==> config.mk <==
export PLATFORM = sky130hd
export DESIGN_NAME = key_event_decoder
export DESIGN_NICKNAME = d
export VERILOG_FILES = /design/src/rtl/key_event_pkg.sv /design/src/rtl/edge_detect.sv /design/src/rtl/key_event_decoder.sv
export SDC_FILE = /design/constraint.sdc
export NUM_CORES = 1
export LEC_CHECK = 0
export ABC_AREA = 0
export BUFFER_PORTS_ARGS = -buffer_cell sky130_fd_sc_hd__clkbuf_2
export CORE_UTILIZATION = 40
export CTS_BUF_LIST = sky130_fd_sc_hd__clkbuf_2 sky130_fd_sc_hd__clkbuf_4 sky130_fd_sc_hd__clkbuf_8
export DETAILED_ROUTE_END_ITERATION = 8
export GPL_TIMING_DRIVEN = 0
export PLACE_DENSITY = 0.64
export SYNTH_ARGS = -nofsm -noshare
export SYNTH_HDL_FRONTEND = slang
export SYNTH_SLANG_ARGS = --single-unit
==> constraint.sdc <==
create_clock -name clk -period 1.6 [get_ports clk]
set_input_delay 0.08 -clock clk [delete_from_list [all_inputs] [get_ports clk]]
set_output_delay 0.08 -clock clk [all_outputs]
set_load 0.01 [all_outputs]
==> src/rtl/key_event_pkg.sv <==
// ============================================================================
// Module   : key_event_pkg
// Purpose  : Shared state encoding and counter sizing for key_event_decoder.
// Revision : 1.0
// ============================================================================
`default_nettype none

package key_event_pkg;

    typedef enum logic [2:0] {
        IDLE  = 3'd0,
        DOWN1 = 3'd1,
        GAP   = 3'd2,
        DOWN2 = 3'd3,
        LONG  = 3'd4
    } state_e;

    function automatic int unsigned cnt_width(input int unsigned long_cycles,
                                              input int unsigned gap_cycles);
        int unsigned max_cycles;
        max_cycles = (long_cycles > gap_cycles) ? long_cycles : gap_cycles;
        return $clog2(max_cycles + 1);
    endfunction

endpackage

`default_nettype wire

==> src/rtl/edge_detect.sv <==
// ============================================================================
// Module   : edge_detect
// Purpose  : Previous-level register with rise/fall strobes for a clean level.
// Revision : 1.0
// ============================================================================
`default_nettype none

module edge_detect (
    input  logic clk,
    input  logic key_in,
    output logic rise,
    output logic fall
);

    logic key_d;
    logic key_q;

    always_comb begin
        key_d = key_in;
    end

    // Loads unconditionally, so during reset key_q tracks key_in and a key
    // held across reset release produces no rise.
    always_ff @(posedge clk) begin
        key_q <= key_d;
    end

    assign rise = key_in & ~key_q;
    assign fall = ~key_in & key_q;

endmodule

`default_nettype wire

==> src/rtl/key_event_decoder.sv <==
// ============================================================================
// Module   : key_event_decoder
// Purpose  : Turns a debounced button level into press/release/click/long strobes.
// Revision : 1.0
// ============================================================================
`default_nettype none

module key_event_decoder
    import key_event_pkg::*;
#(
    parameter int unsigned LONG_CYCLES = 1000,
    parameter int unsigned GAP_CYCLES  = 250
) (
    input  logic clk,
    input  logic rst_n,
    input  logic key_in,
    output logic press_pulse,
    output logic release_pulse,
    output logic single_click,
    output logic double_click,
    output logic long_press,
    output logic long_held
);

    localparam int unsigned CNT_W = cnt_width(LONG_CYCLES, GAP_CYCLES);
    localparam logic [CNT_W-1:0] LONG_LAST = CNT_W'(LONG_CYCLES - 1);
    localparam logic [CNT_W-1:0] GAP_LAST  = CNT_W'(GAP_CYCLES - 1);

    logic rise;
    logic fall;

    edge_detect u_edge_detect (
        .clk    (clk),
        .key_in (key_in),
        .rise   (rise),
        .fall   (fall)
    );

    state_e           state_d, state_q;
    logic [CNT_W-1:0] cnt_d, cnt_q;
    logic             press_pulse_d,   press_pulse_q;
    logic             release_pulse_d, release_pulse_q;
    logic             single_click_d,  single_click_q;
    logic             double_click_d,  double_click_q;
    logic             long_press_d,    long_press_q;
    logic             long_held_d,     long_held_q;

    // Edges are tested before the counter threshold so a coincident key
    // change always wins over long-press or gap expiry.
    always_comb begin
        state_d         = state_q;
        press_pulse_d   = 1'b0;
        release_pulse_d = 1'b0;
        single_click_d  = 1'b0;
        double_click_d  = 1'b0;
        long_press_d    = 1'b0;
        case (state_q)
            IDLE: begin
                if (rise) begin
                    state_d       = DOWN1;
                    press_pulse_d = 1'b1;
                end
            end
            DOWN1: begin
                if (fall) begin
                    state_d         = GAP;
                    release_pulse_d = 1'b1;
                end else if (cnt_q == LONG_LAST) begin
                    state_d      = LONG;
                    long_press_d = 1'b1;
                end
            end
            GAP: begin
                if (rise) begin
                    state_d       = DOWN2;
                    press_pulse_d = 1'b1;
                end else if (cnt_q == GAP_LAST) begin
                    state_d        = IDLE;
                    single_click_d = 1'b1;
                end
            end
            DOWN2: begin
                if (fall) begin
                    state_d         = IDLE;
                    release_pulse_d = 1'b1;
                    double_click_d  = 1'b1;
                end else if (cnt_q == LONG_LAST) begin
                    state_d        = LONG;
                    single_click_d = 1'b1;
                    long_press_d   = 1'b1;
                end
            end
            LONG: begin
                if (fall) begin
                    state_d         = IDLE;
                    release_pulse_d = 1'b1;
                end
            end
            default: state_d = IDLE;
        endcase

        long_held_d = (state_d == LONG);

        if (state_d != state_q) begin
            cnt_d = '0;
        end else if (cnt_q != {CNT_W{1'b1}}) begin
            cnt_d = cnt_q + 1'b1;
        end else begin
            cnt_d = cnt_q;
        end
    end

    always_ff @(posedge clk) begin
        if (!rst_n) begin
            state_q         <= IDLE;
            cnt_q           <= '0;
            press_pulse_q   <= 1'b0;
            release_pulse_q <= 1'b0;
            single_click_q  <= 1'b0;
            double_click_q  <= 1'b0;
            long_press_q    <= 1'b0;
            long_held_q     <= 1'b0;
        end else begin
            state_q         <= state_d;
            cnt_q           <= cnt_d;
            press_pulse_q   <= press_pulse_d;
            release_pulse_q <= release_pulse_d;
            single_click_q  <= single_click_d;
            double_click_q  <= double_click_d;
            long_press_q    <= long_press_d;
            long_held_q     <= long_held_d;
        end
    end

    assign press_pulse   = press_pulse_q;
    assign release_pulse = release_pulse_q;
    assign single_click  = single_click_q;
    assign double_click  = double_click_q;
    assign long_press    = long_press_q;
    assign long_held     = long_held_q;

endmodule

`default_nettype wire

After elaboration in Yosys (flattened, before gate mapping)
Index checks and enable logic that the tools add are counted.
- eq/ne operators: 9
- bitwise logic cells: 5
- mux-type cells: 15
- $add $sub $neg: 1
- reductions and logical operators: 9
- operators by type and width (kind ; number):
    $mux W3 ; 7
    $pmux W3 S5 ; 1
    $add A10 B1 Y10 const B ; 1
    $eq A10 B10 Y1 const B ; 1
    $eq A10 B8 Y1 const B ; 1
    $ne A10 B10 Y1 const B ; 1
    $reduce_and A2 Y1 ; 4
    $eq A3 B2 Y1 const B ; 2
    $eq A3 B3 Y1 const B ; 2
    $mux W1 ; 6
    $reduce_or A2 Y1 ; 3
    $eq A3 B1 Y1 const B ; 1
    $logic_not A3 Y1 ; 1
    $ne A3 B3 Y1 ; 1
    $not A1 Y1 ; 3
    $reduce_or A3 Y1 ; 1
    $and A1 B1 Y1 ; 2
    $pmux W1 S2 ; 1
- logic and storage cells: 48
- input bits: 3
- bits in registers: 20
- output and inout port bits: 6

Longest topological paths before layout
Gate-level depths: netlist of run 1.
- word-level depth: 6
- gate-level depth with buffers: 6
- depth with buffers taken out: 6

Cells and area by module
A second synthesis of run 1 with hierarchy kept.
- cell total of the unflattened synthesis: 109
- area total of the unflattened synthesis: 973.4 um^2
- modules (own cells, without submodules) (module ; cells an instance ; instances ; sequential area each (um^2) ; area an instance (um^2)):
    key_event_decoder ; 106 ; 1 ; 380.4 ; 938.4
    edge_detect ; 3 ; 1 ; 20.0 ; 35.0

Worst setup path before layout of run 1
OpenSTA, ideal clock, no wires.
- kind: flip-flop to flip-flop
- start: register cnt_q[0]
- end: register cnt_q[2]
- required time: 1.457 ns
- library setup time: 0.143 ns
- stages on the path, launching flop included: 6
- clock period less this slack: 1.633 ns
- path buffers: 0
- arrival time: 1.490 ns
- slack: -0.033 ns
- path through: dfxtp_1 -> ha_1 -> and4bb_2 -> nand3_4 -> o311ai_4 -> nor4_1
- cells in the longest elaborated chain, start to end: 6
- elaborated cells on any way between the ends: 12
- classes of those cells: 1 x add/sub; 4 x eq/ne; 6 x mux; 1 x reduce/logical
- ends and longest elaborated chain (item ; line ; source):
    from (decl) ; key_event_decoder.sv:40 ; logic [CNT_W-1:0] cnt_d, cnt_q;
    from (signal assigned) ; key_event_decoder.sv:125 ; cnt_q <= cnt_d;
    $eq A10 B10 Y1 / $eq A10 B8 Y1 (equally long branches) ; key_event_decoder.sv:68, key_event_decoder.sv:87, key_event_decoder.sv:77 ;
    $mux W3, on equally long branches ; key_event_decoder.sv:68, key_event_decoder.sv:87, key_event_decoder.sv:77 ;
    $mux W3, on equally long branches ; key_event_decoder.sv:83, key_event_decoder.sv:65, key_event_decoder.sv:74 ;
    $pmux W3 S5 ; key_event_decoder.sv:57 ; case (state_q)
    $ne A3 B3 Y1 ; key_event_decoder.sv:104 ; if (state_d != state_q) begin
    $reduce_or A2 Y1 (no source line) ; - ;
Several ways; a longest one is shown, not always the timed one.
A chain may end at the register's enable or synchronous reset.

Worst setup path in the final report of run 1
- start: register cnt_q[1]
- end: register state_q[0]
- cells in the longest elaborated chain, start to end: 4
- elaborated cells on any way between the ends: 8
- classes of those cells: 2 x eq/ne; 6 x mux
- ends and longest elaborated chain (item ; line ; source):
    $eq A10 B10 Y1 / $eq A10 B8 Y1 (equally long branches) ; key_event_decoder.sv:68, key_event_decoder.sv:87, key_event_decoder.sv:77 ;
    $mux W3, on equally long branches ; key_event_decoder.sv:68, key_event_decoder.sv:87, key_event_decoder.sv:77 ;
    $mux W3, on equally long branches ; key_event_decoder.sv:83, key_event_decoder.sv:65, key_event_decoder.sv:74 ;
    $pmux W3 S5 * ; key_event_decoder.sv:57 ;
    to (signal assigned) ; key_event_decoder.sv:124 ; state_q <= state_d;
    to (decl) ; key_event_decoder.sv:39 ; state_e state_d, state_q;
Mark *: on every way between the ends. The rest lies on a longest branch, timed or not.

==> run summary, run 1 <==
- worst hold-check slack: 0.1165 ns
- post-synthesis instance area: 0.001037 sq mm
- worst path cell trace: inv_2, ha_4, nand4bb_1, or4_4, a211oi_2, nor4_1
- startpoint type of the worst setup path: register
- largest net degree at the start of global routing: 11
- Core Util, Final: 0.5316
- Sink Count: 20
- total non-filler cell area in the finished layout: 0.001305 sq mm
- min cycle time layout: 1.606 ns
- Longest Clk Path Bufs: 2
- maximum clock frequency: 622.7 MHz
- hold violation total from the final report: 0
- PnR Total Power: 892.2 uW
- horizontal extent of the die: 52.92 microns
- vias in the first global route: 820
- type of the worst min-delay path: primary input to register
- startpoint-to-endpoint class of the critical path: register to register
- placed cell area: 0.001130 sq mm
- Synth async-reset ratio: 0
- number of enable flip-flop cells after synthesis: 0
- violated checks: setup timing
- GRT Util Overall: 0.1848
- #FFs+latches synth: 20
- Pre-Repair DR Iteration Count: 4
- Power per Cell Area: 683.7 mW/mm^2
- worst-path fanout max: 3
- number of nets produced by synthesis: 113
- category of the worst setup path capture point: register
- cell type with the largest total area after synthesis: sky130_fd_sc_hd__dfxtp_1
- post-route clock skew: 0.005561 ns
- sum of overflow across all layers after global routing: 0
- Final Worst Setup Slack: -0.006033 ns
- Antenna Violating Nets Remaining: 0
- detail-routed net length per standard cell: 14.05 microns
- H-Tree Level Count: 1
- CP top delay family: simple AND/OR/NAND/NOR gates
- Initial Utilization: 0.4225
- fin cells: 154
- count of buffers from port buffering: 8
- CTS Root Cell: sky130_fd_sc_hd__clkbuf_4
- slowest cell on the critical path: sky130_fd_sc_hd__or4_4
- initial drt markers: 17
- Placed Instances: 146
- Mean Syn Cell Area: 9.604 sq um
- Unique masters post-synth: 38
- worst skew pair latency: 0.30 ns
- Data required, critical path: 1.80 ns
- number of slew-limit violations in the final report: 0
- area of the placeable core: 0.002455 sq mm
- post-synth top area share: 0.3860
- DRC: 0
- period utilization: 1.004
- fraction of layout cells with a size suffix above 1: 0.3548
- Inserted Diodes: 0
- final net count: 131
- worst path buffer plus inverter count: 1
- synth top area cells: sky130_fd_sc_hd__dfxtp_1 (39%), sky130_fd_sc_hd__a2111oi_2 (4.3%), sky130_fd_sc_hd__and3_1 (3.6%)
- Mapped Cells: 108
- area occupied by multi-input gates: 689.4 sq um
- RSZ-0062 raised after global routing: true
- leading register cell type out of synthesis: sky130_fd_sc_hd__dfxtp_1
- CTS clock-pin slew for the worst setup and hold paths: 0.11 ns
- Routability Congestion: 0.7596
- number of ports placed on the die boundary: 9
- maximum single-stage delay on the critical path: 0.54 ns
- Max rail drop VDD: 0.7202 mV
- part of the Yosys area used for sequential elements: 0.3860
- Area Overhead vs Synth: 25.81%
- setup TNS: -0.006033 ns
- Slew @ Worst Pin: 0.3441 ns
- list of most frequent post-synthesis cells: sky130_fd_sc_hd__dfxtp_1 (20), sky130_fd_sc_hd__nor2_1 (9), sky130_fd_sc_hd__a21oi_1 (7), sky130_fd_sc_hd__and3_1 (6), sky130_fd_sc_hd__nor4_1 (5)
- wire length reported by the detailed router: 2.164 mm
- placed wire-length estimate: 1.455 mm
- max-cap violations: 0
- Placement Rows: 18
- remaining max-slew budget at the tightest pin: 0.7696
- wire length of the first global-routing pass: 3.719 mm
- initial antenna violation count: 0
- via density per instance: 5.766
- status: finished, violations left
- clock tree from TritonCTS: done
- Place WS: -0.2043 ns
- warnings from Yosys: 0
- number of buffers inserted during clock tree synthesis: 3
- via count: 888
- leakage power figure: 0.4525 nW
- Data arrival, critical path: 1.81 ns
- final setup violating endpoints: 1
- area used by sequential logic in the layout: 410.4 sq um
- vertical die dimension: 52.92 microns
- fill count: 213
- Die Outline Area: 0.002801 sq mm
- most frequently used cell type in the post-synthesis netlist: sky130_fd_sc_hd__dfxtp_1
==> flip-flops by register name (all words and copies together), names as in the netlist <==
| register | count |
|---|---|
| cnt_q | 10 |
| state_q | 3 |
| double_click | 1 |
| long_held | 1 |
| long_press | 1 |
| press_pulse | 1 |
| release_pulse | 1 |
| single_click | 1 |
| u_edge_detect.key_q | 1 |
==> worst paths after layout <==
path	startpoint	to	slack (ns)	cells past startpoint
hold reg to reg	state_q[0]	state_q[0]	0.58	2
setup / recovery	cnt_q[1]	state_q[0]	-0.006	6
setup reg to reg	cnt_q[1]	state_q[0]	-0.006	6
hold / removal	rst_n	state_q[1]	0.12	3
==> cell usage in the layout, fill, tap and decap left out, types with 3 or more instances in the layout <==
master / count
sky130_fd_sc_hd__dfxtp_1: 16
sky130_fd_sc_hd__clkbuf_4: 3
sky130_fd_sc_hd__nand4_1: 3
sky130_fd_sc_hd__buf_4: 3
sky130_fd_sc_hd__a211oi_1: 3
sky130_fd_sc_hd__nor2_1: 8
sky130_fd_sc_hd__nor4_1: 4
sky130_fd_sc_hd__and3_1: 5
sky130_fd_sc_hd__clkbuf_2: 8
sky130_fd_sc_hd__nand3_1: 4
sky130_fd_sc_hd__nand2b_1: 3
sky130_fd_sc_hd__o21ai_0: 3
sky130_fd_sc_hd__nand2_1: 3
sky130_fd_sc_hd__xor2_1: 3
sky130_fd_sc_hd__nor3_1: 4
sky130_fd_sc_hd__a21oi_1: 6
==> area by class of cell <==
cell class | instances | share of cell area
sequential | 20 | 0.3145
tap | 30 | 0.02876
inverter | 3 | 0.008629
buffer | 4 | 0.02205
multi-input combinational | 81 | 0.5283
clock buffer | 3 | 0.01726
timing repair buffer | 13 | 0.08054
==> repair_timing <==
action / 4_1_cts / 5_1_grt
gates resized for setup: 6 / 15
pin swaps: 4 / 0
hold buffers: 1 / 0
setup buffers: 4 / 0
endpoints found under the setup margin: 11 / 13
hold endpoints to repair: 1 / 0
==> worst min-delay path: stages <==
cell and delay, ns:
sky130_fd_sc_hd__clkbuf_2 0.16, sky130_fd_sc_hd__o21ai_0 0.10, sky130_fd_sc_hd__a21oi_1 0.04
==> cells by family (layout without fill, tap and decap cells) <==
kind of cell | after synthesis | in the layout | synth area share
XOR/XNOR | 4 | 4 | 0.03378
flip-flops | 20 | 20 | 0.3860
adder cells (fa/ha/maj) | 2 | 2 | 0.02412
AO/OA/AOI/OAI | 25 | 25 | 0.2063
buffers and inverters | 7 | 23 | 0.03618
AND/OR/NAND/NOR | 50 | 50 | 0.3136
==> metal layers <==
| metal | GRT usage | up-vias | wire length (microns) |
|---|---|---|---|
| li1 | - | 451 | - |
| met2 | 0.3122 | 17 | 1037 |
| met1 | 0.2261 | 418 | 1035 |
| met3 | 0.05460 | 2 | 81 |
| met4 | 0.04825 | 0 | 10 |
| met5 | 0 | - | 0 |
==> where the power goes <==
group | internal (mW) | total [mW] | switching, mW | leakage [nW]
registers | 0.509 | 0.526 | 0.0169 | 0.165
clock network | 0.0878 | 0.238 | 0.150 | 0.0138
logic | 0.0622 | 0.128 | 0.0659 | 0.274
Note: power is estimated with default switching activity, not from simulation.
==> inputs of run 2 (changes only) <==
--- a/config.mk
+++ b/config.mk
@@ -12,6 +12,7 @@
 export DETAILED_ROUTE_END_ITERATION = 8
 export GPL_TIMING_DRIVEN = 0
 export PLACE_DENSITY = 0.64
+export REMOVE_ABC_BUFFERS = 1
 export SYNTH_ARGS = -nofsm -noshare
 export SYNTH_HDL_FRONTEND = slang
 export SYNTH_SLANG_ARGS = --single-unit
==> run 2 against run 1 <==
Against the previous run:
- the flow still finishes with violations (setup timing)
- via count rose by 8.2%
- critical endpoint is now cnt_q[5]
- core utilization rose by 3.8 points
- hold slack got worse by 0.024 ns
- clock power rose by 4%
- cell count rose by 5.2%
- die area did not move
- combinational power rose by 8%
==> run summary, run 2 (synthesis results as in run 1) <==
- post-route clock skew: 0.007469 ns, was 0.005561 ns
- Area Overhead vs Synth: 34.86%, was 25.81%
- placed wire-length estimate: 1.494 mm, was 1.455 mm
- vias in the first global route: 843, was 820
- CTS clock-pin slew for the worst setup and hold paths: 0.12 ns, was 0.11 ns
- Initial Utilization: 0.4225, unchanged
- Place WS: -0.4257 ns, was -0.2043 ns
- source of the critical timing path: cnt_q[0], was cnt_q[1]
- Slew @ Worst Pin: 0.3656 ns, was 0.3441 ns
- Placement Rows: 18, unchanged
- Die Outline Area: 0.002801 sq mm, unchanged
- Max rail drop VDD: 0.4997 mV, was 0.7202 mV
- largest net degree at the start of global routing: 12, was 11
- vertical die dimension: 52.92 microns, unchanged
- wire length reported by the detailed router: 2.644 mm, was 2.164 mm
- Inserted Diodes: 0, unchanged
- via count: 961, was 888
- placed cell area: 0.001089 sq mm, was 0.001130 sq mm
- DRC: 0, unchanged
- final setup violating endpoints: 4, was 1
- Power per Cell Area: 649.6 mW/mm^2, was 683.7 mW/mm^2
- horizontal extent of the die: 52.92 microns, unchanged
- sum of overflow across all layers after global routing: 0, unchanged
- startpoint type of the worst setup path: register, unchanged
- status: finished, violations left, unchanged
- most used cells in the layout excluding fill and tap cells: sky130_fd_sc_hd__dfxtp_1 (12), sky130_fd_sc_hd__buf_4 (12), sky130_fd_sc_hd__nor2_1 (9), was sky130_fd_sc_hd__dfxtp_1 (16), sky130_fd_sc_hd__nor2_1 (8), sky130_fd_sc_hd__clkbuf_2 (8)
- violated checks: setup timing, unchanged
- Routability Congestion: 0.7817, was 0.7596
- type of the worst min-delay path: primary input to register, unchanged
- proportion of power drawn by flip-flops and latches: 0.575, was 0.589
- maximum clock frequency: 622.9 MHz, was 622.7 MHz
- worst-case register-to-register setup slack: -0.005 ns, was -0.006 ns
- Pre-Repair DR Iteration Count: 5, was 4
- number of flip-flops under the largest register name: 10, unchanged
- Core Util, Final: 0.5698, was 0.5316
- remaining max-slew budget at the tightest pin: 0.7554, was 0.7696
- R2R Path Start: cnt_q[0], was cnt_q[1]
- max-cap violations: 0, unchanged
- largest registers in the final layout: cnt_q (10), state_q (3), unchanged
- count of buffers from port buffering: 8, unchanged
- Final Worst Setup Slack: -0.005338 ns, was -0.006033 ns
- worst skew pair latency: 0.31 ns, was 0.30 ns
- fraction of layout cells with a size suffix above 1: 0.4167, was 0.3548
- CTS Root Cell: sky130_fd_sc_hd__clkbuf_4, unchanged
- via density per instance: 5.932, was 5.766
- number of buffers inserted during clock tree synthesis: 3, unchanged
- Data arrival, critical path: 1.82 ns, was 1.81 ns
- GRT Util Overall: 0.2000, was 0.1848
- largest reg by FF count: cnt_q, unchanged
- net switching fraction of the power: 0.2749, was 0.2615
- wire length of the first global-routing pass: 3.933 mm, was 3.719 mm
- internal power contribution: 658.9 uW, about the same
- number of slew-limit violations in the final report: 0, unchanged
- RSZ-0062 raised after global routing: true, unchanged
- min cycle time layout: 1.605 ns, was 1.606 ns
- Clock power frac: 0.273, was 0.267
- number of ports placed on the die boundary: 9, unchanged
- initial antenna violation count: 0, unchanged
- detail-routed net length per standard cell: 16.32 microns, was 14.05 microns
- hold violation total from the final report: 0, unchanged
- category of the worst setup path capture point: register, unchanged
- worst hold-check slack: 0.09221 ns, was 0.1165 ns
- Antenna Violating Nets Remaining: 0, unchanged
- clock tree from TritonCTS: done, unchanged
- startpoint-to-endpoint class of the critical path: register to register, unchanged
- fill count: 201, was 213
- H-Tree Level Count: 1, unchanged
- Data required, critical path: 1.81 ns, was 1.80 ns
- hold_sp: rst_n, unchanged
- Longest Clk Path Bufs: 2, unchanged
- worst-path fanout max: 5, was 3
- Sink Count: 20, unchanged
- initial drt markers: 26, was 17
- net switching power figure: 249.7 uW, was 233.3 uW
- area of the placeable core: 0.002455 sq mm, unchanged
- total non-filler cell area in the finished layout: 0.001399 sq mm, was 0.001305 sq mm
- period utilization: 1.003, was 1.004
- final net count: 139, was 131
- share of power burned in combinational logic: 0.152, was 0.144
- leakage power figure: 0.5011 nW, was 0.4525 nW
[run 2: layer usage]
metal,up-vias,share of wire,track usage
met5,-,0,0
met4,0,0.017,0.08333
met3,6,0.032,0.05172
met2,19,0.50,0.3228
met1,472,0.45,0.2496
li1,464,-,-
[run 2: worst paths after layout]
path                      to  cells after the start
setup / recovery    cnt_q[5]                      7
hold reg to reg     cnt_q[4]                      1
hold / removal    state_q[1]                      3
setup reg to reg    cnt_q[5]                      7
[run 2: per-stage QoR]
stage | cells | total power, mW | setup TNS (ns)
floorplan | 104 | 0.5897 | -0.3771
global route | 162 | 0.9371 | -0.8264
CTS | 158 | 0.9051 | -0.1538
finish | 162 | 0.9086 | -0.01046
detailed placement | 142 | 0.6143 | -4.419
global placement | 142 | 0.6118 | -3.919
[run 2: power groups by stage]
stage / combinational [mW] / clock, mW / sequential (mW)
finish: 0.138 / 0.248 / 0.523
global route: 0.146 / 0.267 / 0.525
CTS: 0.133 / 0.251 / 0.521
detailed placement: 0.0807 / 0 / 0.534
global placement: 0.0789 / 0 / 0.533
floorplan: 0.0584 / 0 / 0.531
[run 2: final cells by class]
cell class | instances | area [sq um] | share of cell area
timing repair buffer | 25 | 210.2 | 0.1503
inverter | 3 | 11.26 | 0.008050
sequential | 20 | 420.4 | 0.3005
tap | 30 | 37.54 | 0.02683
clock buffer | 3 | 22.52 | 0.01610
multi-input combinational | 81 | 696.9 | 0.4982
[run 2: repair_timing]
action | CTS | global route
hold endpoints to repair | 1 | 0
buffers inserted | 12 | 5
pin swaps | 7 | 9
setup endpoints to repair | 12 | 12
cloned | 1 | 0
hold buffers | 1 | 0
resized for setup | 21 | 9
[run 2: critical path: stages, from the launching register on]
cell and delay, ns:
sky130_fd_sc_hd__dfxtp_4 0.38, sky130_fd_sc_hd__ha_4 0.17, sky130_fd_sc_hd__and4bb_2 0.26, sky130_fd_sc_hd__nand3_4 0.08
sky130_fd_sc_hd__o311ai_4 0.09, sky130_fd_sc_hd__buf_6 0.15, sky130_fd_sc_hd__buf_16 0.12, sky130_fd_sc_hd__nor4_1 0.25
==> inputs of run 3 (changes only) <==
--- a/config.mk
+++ b/config.mk
@@ -7,12 +7,13 @@
 export LEC_CHECK = 0
 export ABC_AREA = 0
 export BUFFER_PORTS_ARGS = -buffer_cell sky130_fd_sc_hd__clkbuf_2
-export CORE_UTILIZATION = 40
+export CORE_UTILIZATION = 49
 export CTS_BUF_LIST = sky130_fd_sc_hd__clkbuf_2 sky130_fd_sc_hd__clkbuf_4 sky130_fd_sc_hd__clkbuf_8
 export DETAILED_ROUTE_END_ITERATION = 8
 export GPL_TIMING_DRIVEN = 0
-export PLACE_DENSITY = 0.64
+export PLACE_DENSITY = 0.75
 export REMOVE_ABC_BUFFERS = 1
+export SETUP_SLACK_MARGIN = 0.3
 export SYNTH_ARGS = -nofsm -noshare
 export SYNTH_HDL_FRONTEND = slang
 export SYNTH_SLANG_ARGS = --single-unit
==> run 3 against run 2 <==
Against the previous run:
- the run still ends with setup timing left
- cell count down 0.62%
- combinational power grew 30%
- sequential cell count stayed put
- first-iteration DRC count up 15%
- critical path depth unchanged
- critical path type unchanged
- core utilization rose by 18 points
==> run summary, run 3 (synthesis results as in run 1) <==
- placed cell area: 0.001085 sq mm, was 0.001089 sq mm
- horizontal extent of the die: 48.01 microns, was 52.92 microns
- remaining max-slew budget at the tightest pin: 0.7547, was 0.7554
- Data arrival, critical path: 1.91 ns, was 1.82 ns
- worst skew pair latency: 0.30 ns, was 0.31 ns
- worst r2r path cells: 7, unchanged
- status: finished, violations left, unchanged
- proportion of power drawn by flip-flops and latches: 0.554, was 0.575
- Final Worst Setup Slack: -0.06411 ns, was -0.005338 ns
- Placed Instances: 139, was 142
- post-route clock skew: 0.003466 ns, was 0.007469 ns
- net switching power figure: 259.9 uW, was 249.7 uW
- most used cells in the layout excluding fill and tap cells: sky130_fd_sc_hd__buf_4 (13), sky130_fd_sc_hd__dfxtp_1 (11), sky130_fd_sc_hd__nor2_1 (9), was sky130_fd_sc_hd__dfxtp_1 (12), sky130_fd_sc_hd__buf_4 (12), sky130_fd_sc_hd__nor2_1 (9)
- period utilization: 1.040, was 1.003
- R2R Path Start: cnt_q[0], unchanged
- Area Overhead vs Synth: 43.55%, was 34.86%
- largest net degree at the start of global routing: 12, unchanged
- endpoint of the worst hold path: press_pulse, was state_q[1]
- Die Outline Area: 0.002305 sq mm, was 0.002801 sq mm
- CTS Root Cell: sky130_fd_sc_hd__clkbuf_4, unchanged
- Routability Congestion: 0.8469, was 0.7817
- via count: 995, was 961
- number of flip-flops under the largest register name: 10, unchanged
- net switching fraction of the power: 0.2764, was 0.2749
- Pre-Repair DR Iteration Count: 4, was 5
- vertical die dimension: 48.01 microns, was 52.92 microns
- PnR Total Power: 940.3 uW, was 908.6 uW
- count of buffers from port buffering: 8, unchanged
- largest reg by FF count: cnt_q, unchanged
- sum of overflow across all layers after global routing: 0, unchanged
- worst-case register-to-register setup slack: -0.06 ns, was -0.005 ns
- Core Util, Final: 0.7513, was 0.5698
- leakage power figure: 0.5357 nW, was 0.5011 nW
- Inserted Diodes: 0, unchanged
- wire length reported by the detailed router: 2.847 mm, was 2.644 mm
- Placement Rows: 16, was 18
- Longest Clk Path Bufs: 2, unchanged
- hold_sp: rst_n, unchanged
- via density per instance: 6.180, was 5.932
- Antenna Violating Nets Remaining: 0, unchanged
- total non-filler cell area in the finished layout: 0.001489 sq mm, was 0.001399 sq mm
- H-Tree Level Count: 1, unchanged
- Sink Count: 20, unchanged
- clock tree from TritonCTS: done, unchanged
- fraction of layout cells with a size suffix above 1: 0.5075, was 0.4167
- final setup violating endpoints: 10, was 4
- area of the placeable core: 0.001982 sq mm, was 0.002455 sq mm
- most frequent standard cell in the layout excluding fill and tap cells: sky130_fd_sc_hd__buf_4
- Place WS: -0.3482 ns, was -0.4257 ns
- worst hold-check slack: 0.1208 ns, was 0.09221 ns
- min cycle time layout: 1.664 ns, was 1.605 ns
- largest registers in the final layout: cnt_q (10), state_q (3), unchanged
- initial antenna violation count: 0, unchanged
- wire length of the first global-routing pass: 3.732 mm, was 3.933 mm
- startpoint-to-endpoint class of the critical path: register to register, unchanged
- max-cap violations: 0, unchanged
- Reg2Reg Capture Point: state_q[1], was cnt_q[5]
- maximum clock frequency: 600.9 MHz, was 622.9 MHz
- worst-path fanout max: 4, was 5
- final net count: 141, was 139
- number of ports placed on the die boundary: 9, unchanged
- CTS clock-pin slew for the worst setup and hold paths: 0.11 ns, was 0.12 ns
- setup TNS: -0.2069 ns, was -0.01046 ns
- Max rail drop VDD: 0.6066 mV, was 0.4997 mV
- vias in the first global route: 817, was 843
- placed wire-length estimate: 1.431 mm, was 1.494 mm
- GRT Util Overall: 0.2452, was 0.2000
- Clock power frac: 0.256, was 0.273
- Hold Path Stages: 2, was 3
- RSZ-0062 raised after global routing: true, unchanged
- category of the worst setup path capture point: register, unchanged
- Slew @ Worst Pin: 0.3666 ns, was 0.3656 ns
- number of slew-limit violations in the final report: 0, unchanged
- detail-routed net length per standard cell: 17.68 microns, was 16.32 microns
- internal power contribution: 680.4 uW, was 658.9 uW
- DRC: 0, unchanged
- hold violation total from the final report: 0, unchanged
- initial drt markers: 30, was 26
- share of power burned in combinational logic: 0.190, was 0.152
- startpoint type of the worst setup path: register, unchanged
- fill count: 121, was 201
- Power per Cell Area: 631.5 mW/mm^2, was 649.6 mW/mm^2
- number of buffers inserted during clock tree synthesis: 3, unchanged
- violated checks: setup timing, unchanged
- type of the worst min-delay path: primary input to register, unchanged
- Initial Utilization: 0.5234, was 0.4225
- fin cells: 161, was 162
- Data required, critical path: 1.84 ns, was 1.81 ns
run 3: cell types whose count changed in the layout (fill, tap and decap cells not counted), moves of 2 or more:
cell	change
sky130_fd_sc_hd__a21oi_2	+2
sky130_fd_sc_hd__nor3_2	+2
sky130_fd_sc_hd__nor4_4	+2
sky130_fd_sc_hd__nor3_1	-2
sky130_fd_sc_hd__a211oi_2	+2
sky130_fd_sc_hd__a211oi_1	-2
sky130_fd_sc_hd__a21oi_1	-2
run 3: area by class of cell:
type	count	area, sq um	area share
clock buffers	3	22.52	0.01513
repair buffers	27	229.0	0.1538
inverters	3	11.26	0.007563
flip-flops and latches	20	421.7	0.2832
multi-input cells	81	770.7	0.5176
well taps	27	33.78	0.02269
run 3: per-layer routing:
layer,wire length [microns],part of all wire,global-route usage
met4,93,0.033,0.1500
met1,1198,0.42,0.2828
met2,1485,0.52,0.4108
met3,70,0.025,0.05283
met5,0,0,0
run 3: repair_timing:
action | CTS | global route
endpoints found under the setup margin | 16 | 16
hold endpoints to repair | 1 | 0
hold buffers | 1 | 0
gates cloned | 1 | 0
pin swaps | 13 | 10
setup buffers | 10 | 7
gates resized for setup | 29 | 17
run 3: worst max path at each step:
stage	slack, ns	start	to	cells after the start
6_report	-0.06	cnt_q[0]	state_q[1]	7
5_1_grt	-0.1	cnt_q[0]	state_q[0]	6
4_1_cts	-0.02	cnt_q[1]	cnt_q[5]	7
3_5_place_dp	-0.35	cnt_q[5]	cnt_q[8]	4
3_3_place_gp	-0.31	cnt_q[5]	cnt_q[5]	4
2_1_floorplan	-0.05	cnt_q[5]	state_q[0]	4
run 3: power by group through the flow:
stage | clock network (mW) | registers (mW) | logic [mW]
floorplan | 0 | 0.531 | 0.0584
global placement | 0 | 0.533 | 0.0767
detailed placement | 0 | 0.534 | 0.0791
CTS | 0.247 | 0.522 | 0.143
global route | 0.261 | 0.522 | 0.190
finish | 0.241 | 0.521 | 0.179
run 3: critical path, cell delays in order (launching register included):
cell and delay [ns]:
sky130_fd_sc_hd__dfxtp_4 0.38, sky130_fd_sc_hd__ha_4 0.16, sky130_fd_sc_hd__and4bb_2 0.26, sky130_fd_sc_hd__buf_4 0.16, sky130_fd_sc_hd__a311oi_4 0.29, sky130_fd_sc_hd__buf_4 0.17
sky130_fd_sc_hd__a21oi_2 0.04, sky130_fd_sc_hd__a21oi_2 0.15
